==> src/rtl/polyphase_tap_sequencer.sv <==
// Polyphase tap sequencer: streams NUM_TAPS sample/coefficient pairs per input sample into one MAC slice.
// Define POLYPHASE_TAP_SEQUENCER_PERF_COUNT_EN to add the perf_sample_count / perf_stall_count outputs.
//
// state    | meaning
// ST_IDLE  | waiting for a sample; coefficient writes accepted; MAC B register held clear
// ST_RUN   | presenting tap k: x[(wp-k) mod NUM_TAPS] with h[k], NUM_TAPS cycles
// ST_DRAIN | MAC pipeline draining, MAC_LATENCY cycles; result captured on the last one
module polyphase_tap_sequencer #(
   parameter int DATA_WIDTH        = 16,
   parameter int COEFFICIENT_WIDTH = 16,
   parameter int NUM_TAPS          = 8,
   parameter int MAC_LATENCY       = 3,
   parameter int ADDR_WIDTH        = $clog2(NUM_TAPS)
) (
   input  logic                         clock,
   input  logic                         reset,
   input  logic [DATA_WIDTH-1:0]        s_data,
   input  logic                         s_valid,
   output logic                         s_ready,
   input  logic                         coef_wr_en,
   input  logic [ADDR_WIDTH-1:0]        coef_wr_addr,
   input  logic [COEFFICIENT_WIDTH-1:0] coef_wr_data,
   output logic                         coef_wr_ready,
   output logic [DATA_WIDTH-1:0]        mac_data_in,
   output logic [COEFFICIENT_WIDTH-1:0] mac_coefficient,
   output logic                         mac_ce_calculate,
   output logic                         mac_ce_coefficient,
   output logic                         mac_reset_coefficient,
   output logic [6:0]                   mac_op_mode,
   output logic [4:0]                   mac_in_mode,
   input  logic [DATA_WIDTH-1:0]        mac_data_out,
   output logic [DATA_WIDTH-1:0]        m_data,
   output logic                         m_valid,
`ifdef POLYPHASE_TAP_SEQUENCER_PERF_COUNT_EN
   output logic [31:0]                  perf_sample_count,
   output logic [31:0]                  perf_stall_count,
`endif
   input  logic                         m_ready
);

   localparam logic [6:0] OP_LOAD = 7'b0000101;
   localparam logic [6:0] OP_ACC  = 7'b0100101;
   localparam int DRAIN_W = (MAC_LATENCY > 1) ? $clog2(MAC_LATENCY) : 1;
   localparam logic [DRAIN_W-1:0]    DRAIN_LOAD = DRAIN_W'(MAC_LATENCY - 1);
   localparam logic [ADDR_WIDTH-1:0] TAP_LAST   = ADDR_WIDTH'(NUM_TAPS - 1);

   typedef enum logic [1:0] {
      ST_IDLE  = 2'd0,
      ST_RUN   = 2'd1,
      ST_DRAIN = 2'd2
   } state_t;

   state_t                  state_q, state_d;
   logic [ADDR_WIDTH-1:0]   wp_q, wp_d;
   logic [ADDR_WIDTH-1:0]   tap_q, tap_d;
   logic [DRAIN_W-1:0]      drain_q, drain_d;
   logic                    m_valid_q, m_valid_d;
   logic [DATA_WIDTH-1:0]   m_data_q, m_data_d;
   logic [6:0]              op_mode_q, op_mode_d;

   logic [DATA_WIDTH-1:0]        dline_q    [NUM_TAPS];
   logic [COEFFICIENT_WIDTH-1:0] coef_mem_q [NUM_TAPS];

   logic                  accept;
   logic                  coef_we;
   logic [ADDR_WIDTH-1:0] rd_addr;

   // Modular subtraction gives the circular delay-line wrap for free.
   assign rd_addr = wp_q - tap_q;

   assign coef_wr_ready = (state_q == ST_IDLE);
   assign coef_we       = coef_wr_en && coef_wr_ready;
   assign mac_in_mode   = 5'b00000;
   assign mac_op_mode   = op_mode_q;
   assign m_data        = m_data_q;
   assign m_valid       = m_valid_q;

   always_comb begin
      state_d               = state_q;
      wp_d                  = wp_q;
      tap_d                 = tap_q;
      drain_d               = drain_q;
      m_valid_d             = m_valid_q;
      m_data_d              = m_data_q;
      op_mode_d             = OP_ACC;
      accept                = 1'b0;
      s_ready               = 1'b0;
      mac_ce_calculate      = 1'b0;
      mac_ce_coefficient    = 1'b0;
      mac_reset_coefficient = 1'b0;
      mac_data_in           = '0;
      mac_coefficient       = '0;

      if (m_valid_q && m_ready) begin
         m_valid_d = 1'b0;
      end

      case (state_q)
         ST_IDLE: begin
            s_ready               = !m_valid_q || m_ready;
            mac_reset_coefficient = 1'b1;
            if (s_valid && s_ready) begin
               accept  = 1'b1;
               tap_d   = '0;
               state_d = ST_RUN;
            end
         end

         ST_RUN: begin
            mac_ce_calculate   = 1'b1;
            mac_ce_coefficient = 1'b1;
            mac_data_in        = dline_q[rd_addr];
            mac_coefficient    = coef_mem_q[tap_q];
            // op_mode reaches the MAC one cycle behind its data to meet OPMODEREG.
            if (tap_q == '0) begin
               op_mode_d = OP_LOAD;
            end
            if (tap_q == TAP_LAST) begin
               drain_d = DRAIN_LOAD;
               state_d = ST_DRAIN;
            end else begin
               tap_d = tap_q + ADDR_WIDTH'(1);
            end
         end

         ST_DRAIN: begin
            mac_ce_calculate = 1'b1;
            if (drain_q == '0) begin
               m_data_d  = mac_data_out;
               m_valid_d = 1'b1;
               wp_d      = wp_q + ADDR_WIDTH'(1);
               state_d   = ST_IDLE;
            end else begin
               drain_d = drain_q - DRAIN_W'(1);
            end
         end

         default: begin
            state_d = ST_IDLE;
         end
      endcase
   end

   always_ff @(posedge clock or posedge reset) begin
      if (reset) begin
         state_q   <= ST_IDLE;
         wp_q      <= '0;
         tap_q     <= '0;
         drain_q   <= '0;
         m_valid_q <= 1'b0;
         m_data_q  <= '0;
         op_mode_q <= '0;
      end else begin
         state_q   <= state_d;
         wp_q      <= wp_d;
         tap_q     <= tap_d;
         drain_q   <= drain_d;
         m_valid_q <= m_valid_d;
         m_data_q  <= m_data_d;
         op_mode_q <= op_mode_d;
      end
   end

   // Storage arrays carry no reset; stale history is overwritten as samples arrive.
   always_ff @(posedge clock) begin
      if (accept) begin
         dline_q[wp_q] <= s_data;
      end
      if (coef_we) begin
         coef_mem_q[coef_wr_addr] <= coef_wr_data;
      end
   end

`ifdef POLYPHASE_TAP_SEQUENCER_PERF_COUNT_EN
   logic [31:0] perf_sample_q, perf_sample_d;
   logic [31:0] perf_stall_q, perf_stall_d;

   always_comb begin
      perf_sample_d = perf_sample_q;
      perf_stall_d  = perf_stall_q;
      if (m_valid_q && m_ready) begin
         perf_sample_d = perf_sample_q + 32'd1;
      end
      if (m_valid_q && !m_ready) begin
         perf_stall_d = perf_stall_q + 32'd1;
      end
   end

   always_ff @(posedge clock or posedge reset) begin
      if (reset) begin
         perf_sample_q <= '0;
         perf_stall_q  <= '0;
      end else begin
         perf_sample_q <= perf_sample_d;
         perf_stall_q  <= perf_stall_d;
      end
   end

   assign perf_sample_count = perf_sample_q;
   assign perf_stall_count  = perf_stall_q;
`endif

endmodule

==> config.mk <==
export PLATFORM = sky130hd
export DESIGN_NAME = polyphase_tap_sequencer
export DESIGN_NICKNAME = d
export VERILOG_FILES = /design/src/rtl/polyphase_tap_sequencer.sv
export SDC_FILE = /design/constraint.sdc
export NUM_CORES = 1
export LEC_CHECK = 0
export BUFFER_PORTS_ARGS = -buffer_cell sky130_fd_sc_hd__clkbuf_2
export CAP_MARGIN = 40
export CORE_MARGIN = 2
export CORE_UTILIZATION = 45
export DETAILED_ROUTE_END_ITERATION = 6
export PLACE_DENSITY = 0.61
export SYNTH_ARGS = -nofsm -noshare
export SYNTH_HDL_FRONTEND = slang
export SYNTH_SLANG_ARGS = --single-unit
==> constraint.sdc <==
create_clock -name clock -period 6.8 [get_ports clock]
set_clock_uncertainty 0.05 [all_clocks]
set_input_delay 1.02 -clock clock [delete_from_list [all_inputs] [get_ports clock]]
set_output_delay 1.02 -clock clock [all_outputs]
set_load 0.02 [all_outputs]
; ---- Word level (Yosys, flattened, before mapping)
; Memories as Yosys holds them, arrays and structs flattened.
; Index checks and enable logic that the tools add are counted.
[op_classes]
bitwise_logic = 0
muxes = 26
eq_ne = 8
add_sub_neg = 4
magnitude_cmp = 0
n_reduce_logical = 15
div_mod_pow = 0
shift = 0
mul = 0
[ops]
columns = operator, count
row1 = 16-bit two-way mux, 2
row2 = 1-bit two-way mux, 13
row3 = 6-bit two-way mux, 2
row4 = 3-bit AND reduction, 3
row5 = 2-bit two-way mux, 4
row6 = "2-bit inequality test, second input constant", 4
row7 = "3-bit by 1-bit adder with 3-bit output, second input constant", 2
row8 = 3-bit two-way mux, 2
row9 = 2-bit case mux with 3 select lines, 1
row10 = 3-bit case mux with 2 select lines, 1
row11 = 2-bit logical NOT, 2
row12 = 2-bit case mux with 2 select lines, 1
row13 = 2-bit nonzero test, 2
row14 = "3-bit equality test, second input constant", 1
row15 = 1-bit logical AND, 3
row16 = 3-bit logical NOT, 1
row17 = 3-bit subtractor, 1
row18 = "2-bit by 1-bit equality test with 1-bit output, second input constant", 1
row19 = "2-bit equality test, second input constant", 1
row20 = "2-bit by 1-bit inequality test with 1-bit output, second input constant", 1
row21 = 2-bit AND reduction, 1
row22 = 2-bit OR reduction, 1
row23 = "2-bit by 1-bit subtractor with 2-bit output, second input constant", 1
row24 = 1-bit logical NOT, 1
row25 = 1-bit logical OR, 1
[word_totals]
memories = 2
latchBits = 0
inputBits = 56
romBits = 0
reg_bits = 34
mem_bits_rw = 256
[mem_list]
columns = memory, depth, word_bits, read_ports, rd_clocked_by_memory_dff, wr, line_no
row1 = coef_mem_q, 8, 16, 1, 0, 1, 62  ; logic [COEFFICIENT_WIDTH-1:0] coef_mem_q [NUM_TAPS];
row2 = dline_q, 8, 16, 1, 0, 1, 61  ; logic [DATA_WIDTH-1:0] dline_q [NUM_TAPS];

; ---- Longest topological paths before layout
[logic_depth]
ltp_word = 7
mapped_depth = 9
mapped_depth_nobuf = 8

; ---- Least setup slack after synthesis
; No wires, ideal clock.
[synth_timing]
path_type = register to output
start = register tap_q[1]
end = output port mac_data_in[10]
setup_slack_ns = 3.376
required_ns = 5.730
arrival_ns = 2.354
stages_incl_launch_ff = 10
cell_sequence = dfrtp_1 -> buf_2 -> buf_2 -> inv_1 -> fa_1 -> xor2_4 -> xnor2_4 -> buf_8 -> mux2i_1 -> nor2b_1
[synth_via]
elab_chain_len = 3
[synth_rtl]
columns = element, line_no
row1 = start: declaration, 55  ; logic [ADDR_WIDTH-1:0] tap_q, tap_d;
row2 = start signal: assignment, 156  ; tap_q <= tap_d;
row3 = 3-bit subtractor, 69  ; assign rd_addr = wp_q - tap_q;
row4 = memory 8 x 16 bit, -
row5 = 16-bit two-way mux, 98  ; case (state_q)
row6 = end: declaration, 24  ; output logic [DATA_WIDTH-1:0] mac_data_in,
; Every way passes these cells.

; ---- Worst setup path after layout
[layout_timing]
start = register tap_q[1]
end = output port mac_data_in[0]
; The elaborated chain is that of the path after synthesis.

==> summary.txt <==
Timing
  • Hold_ws: 0.3610 ns
  • Fin. max-slew vios: 0
  • Worst rel slew slack: 0.4105
  • Final Hold Vio Count: 0
  • Final WS setup: 2.283 ns
  • RSZ-0062 raised after global routing: no
  • Final setup viols: 0
  • Period utilization: 0.6643
  • Setup total negative slack: 0 ns
  • Period minus WS final: 4.517 ns
  • FMAX: 221.4 MHz
  • Least-Margin Pin Slew: 0.8843 ns

Placement
  • Inst Count DP: 990
  • Gpl congestion: 0.7163
  • PortBufs: 112
  • Setup Slack @ Placement: 2.752 ns
  • Dpl hpwl: 13,640 um

Outcome
  • Outcome: finished, final reports clean

Critical path
  • Worst-path cell chain: buf_4 -> inv_1 -> fa_1 -> xor2_4 -> xnor2_4 -> mux2i_1 -> nor2b_1 -> clkbuf_2
  • Critical Path RT: 5.73 ns
  • Crit start category: flop
  • Critical path origin: tap_q[1]$_DFFE_PP0P_
  • Critical Path Max Stage Delay: 0.71 ns
  • Worst r2r src: state_q[0]$_DFFE_PP0P_
  • Critical path class: flop to output pin
  • CP arrival: 3.45 ns
  • Crit Path Max Fanout: 36
  • Crit path max-delay cell type: xnor2_4
  • Endpoint class of the critical path: output pin

Clocking
  • CTS Hold Buffers Added: 0
  • Worst-path clk slew: 0.06 ns
  • Clock Sinks: 285
  • Num CTS Buffers: 29
  • CTS H-tree lvls: 1
  • Clock Path Buffers: 3
  • Root Driver: clkbuf_16
  • Worst-skew pair later-pin latency: 0.54 ns
  • CTS tree: built
  • Post-cts repair resize count: 0
  • Post-CTS Setup Bufs: 0

Global routing
  • First-pass GRT wire length: 33,060 um
  • Largest net degree at the start of global routing: 38
  • Gr usage total: 0.1658
  • Vias in the first global route: 5,799
  • Total gr overflow: 0
  • Initial antenna violation count: 2

Logic synthesis
  • Cells after Synth: 552
  • Syn Std Cell Area: 0.01141 sq mm
  • Synth unique cells: 34
  • Sequential fraction of the synthesis area: 0.7374
  • Syn. warnings: 0
  • FF+latch count, synth: 285
  • Syn Area/Cell: 20.67 sq um

Cells and area
  • Share of layout cells above drive strength 1: 0.3769
  • Fill cells: 1,949
  • Area growth syn-to-layout: 17.17%
  • Fin cells: 1,041
  • Layout Nets: 758
  • Ant diodes: 0

Floorplan
  • Initial Utilization: 0.4557
  • Die height: 163.2 um
  • Die width: 163.2 um
  • Ports: 122
  • Die area: 0.02664 sq mm
  • Core area: 0.02504 sq mm
  • Row cnt: 58

Power
  • Switch share: 0.3015
  • Switching pwr: 1.516 mW
  • Combinational share of power: 0.318
  • Seq pwr share: 0.399
  • Total power: 5.027 mW
  • PD cells: 376.0 mW/mm^2
  • P_int: 3.511 mW
  • LEAKAGE: 4.672 nW
  • Share of total power in the clock network: 0.284
  • Peak VDD IR: 0.0002723 V

Detailed routing
  • Vias: 5,471
  • Drt wl/cell: 20.71 um
  • Pre-Repair DR Iteration Count: 6
  • DRC errors left: 0
  • Drt total wl: 21,550 um
  • DRT antenna net count: 0
  • Starting DRT DRC Count: 302
  • Vias per Instance: 5.256

Min path
  • HP Class: input pin to asynchronous set/reset pin

Job
  • MaxCap Viol Count: 0
==> critical path: cells and delay by family, from the launching register on <==
family	cells	cell delay, ns
multiplexers	1	0.31
AND/OR/NAND/NOR	1	0.07
buffers and inverters	3	0.73
XOR/XNOR	2	0.94
adder cells (fa/ha/maj)	1	0.51
flip-flops	1	0.32
==> flip-flops by register name (all words and copies together), names as in the netlist <==
register	count
dline_q	128
mac_op_mode	2
state_q	2
m_valid	1
coef_mem_q	128
drain_q	2
wp_q	3
m_data	16
tap_q	3
==> layer usage <==
layer  wire [um]  GRT usage  up-vias
li1            -          -     2460
met1        8577     0.2066     2824
met2       11370     0.2986      132
met3        1030    0.03047       51
met4         553    0.04344        4
met5          27          0        -
==> stage by stage <==
stage / utilization / cell area, sq um
after floorplan: - / 11440
after global placement: 0.4923 / 12320
after detailed placement: 0.5001 / 12520
after CTS: 0.5339 / 13370
after global routing: 0.5339 / 13370
final: 0.5339 / 13370
==> worst paths after layout <==
kind / end / slack (ns) / depth (start not counted)
max: mac_data_in[0] / 2.28 / 8
min: m_data[0]$_DFFE_PP0P_ / 0.36 / 2
max reg2reg: coef_mem_q[3][9]$_DFFE_PP_ / 4.32 / 5
min reg2reg: m_data[11]$_DFFE_PP0P_ / 0.45 / 1
max in group asynchronous: drain_q[1]$_DFFE_PP0P_ / 5.90 / 3
min in group clock: m_data[11]$_DFFE_PP0P_ / 0.45 / 1
==> cells by family (layout without fill, tap and decap cells) <==
logic type | after synthesis | after routing | share of synthesized area
flops | 285 | 285 | 0.7374
mux | 115 | 115 | 0.1731
simple gates | 79 | 79 | 0.03795
buf+inv | 44 | 195 | 0.02413
compound gates | 12 | 12 | 0.007678
fa+ha+maj | 11 | 11 | 0.01272
xor+xnor | 4 | 4 | 0.006362
other cells | 2 | 10 | 0.0006583
==> power by group through the flow <==
stage | clock network [mW] | logic [mW] | registers, mW
4_1_cts | 1.47 | 1.64 | 2.01
5_1_grt | 1.54 | 1.73 | 2.01
2_1_floorplan | 0 | 1.22 | 2.05
3_5_place_dp | 0 | 1.64 | 2.04
6_report | 1.43 | 1.60 | 2.00
3_3_place_gp | 0 | 1.59 | 2.04
==> cell type report <==
type	count	area, sq um	area share
repair buffers	135	845.8	0.06327
clock inverters	10	77.57	0.005803
flip-flops and latches	285	8414	0.6294
inverters	9	33.78	0.002527
well taps	330	412.9	0.03089
clock buffers	41	770.7	0.05766
multi-input cells	231	2813	0.2104
==> cell usage in the layout, fill, tap and decap left out, types with 2 or more instances in the layout <==
cell,synthesis,routed
inv_1,9,9
mux2_2,18,18
nor2b_1,34,34
edfxtp_1,256,256
nor2_1,12,6
clkinv_1,0,4
clkbuf_2,0,112
buf_8,1,6
buf_6,4,2
nor2_2,0,6
nand3_1,5,5
nand2_1,9,9
mux2i_1,33,33
ha_1,10,9
clkinv_2,0,3
buf_16,0,3
clkbuf_16,0,29
conb_1,2,10
buf_4,16,12
or2_2,2,2
a22o_1,4,4
o21ai_0,4,4
mux4_2,64,64
xnor2_1,2,2
nand2b_1,8,8
nor3_4,0,4
nand3b_1,2,2
dfrtp_1,29,28
clkbuf_1,5,12
==> cells in the mapped netlist <==
cell / count / share of area
a21boi_1: 1 / 0.00066
a22o_1: 4 / 0.0031
a22oi_1: 1 / 0.00066
and2_1: 1 / 0.00055
buf_1: 2 / 0.00066
buf_2: 7 / 0.0031
buf_4: 16 / 0.011
buf_6: 4 / 0.0039
buf_8: 1 / 0.0013
clkbuf_1: 5 / 0.0016
conb_1: 2 / 0.00066
dfrtp_1: 29 / 0.064
edfxtp_1: 256 / 0.67
fa_1: 1 / 0.0018
ha_1: 10 / 0.011
inv_1: 9 / 0.0030
mux2_2: 18 / 0.018
mux2i_1: 33 / 0.029
mux4_2: 64 / 0.13
nand2_1: 9 / 0.0030
nand2b_1: 8 / 0.0044
nand3_1: 5 / 0.0022
nand3b_1: 2 / 0.0013
nor2_1: 12 / 0.0039
nor2b_1: 34 / 0.019
nor3_1: 5 / 0.0022
nor3b_1: 1 / 0.00066
o21ai_0: 4 / 0.0018
o21bai_1: 1 / 0.00066
o32a_1: 1 / 0.00088
or2_2: 2 / 0.0011
xnor2_1: 2 / 0.0015
xnor2_4: 1 / 0.0024
xor2_4: 1 / 0.0024
No activity file was read; power rests on OpenSTA's default activity.
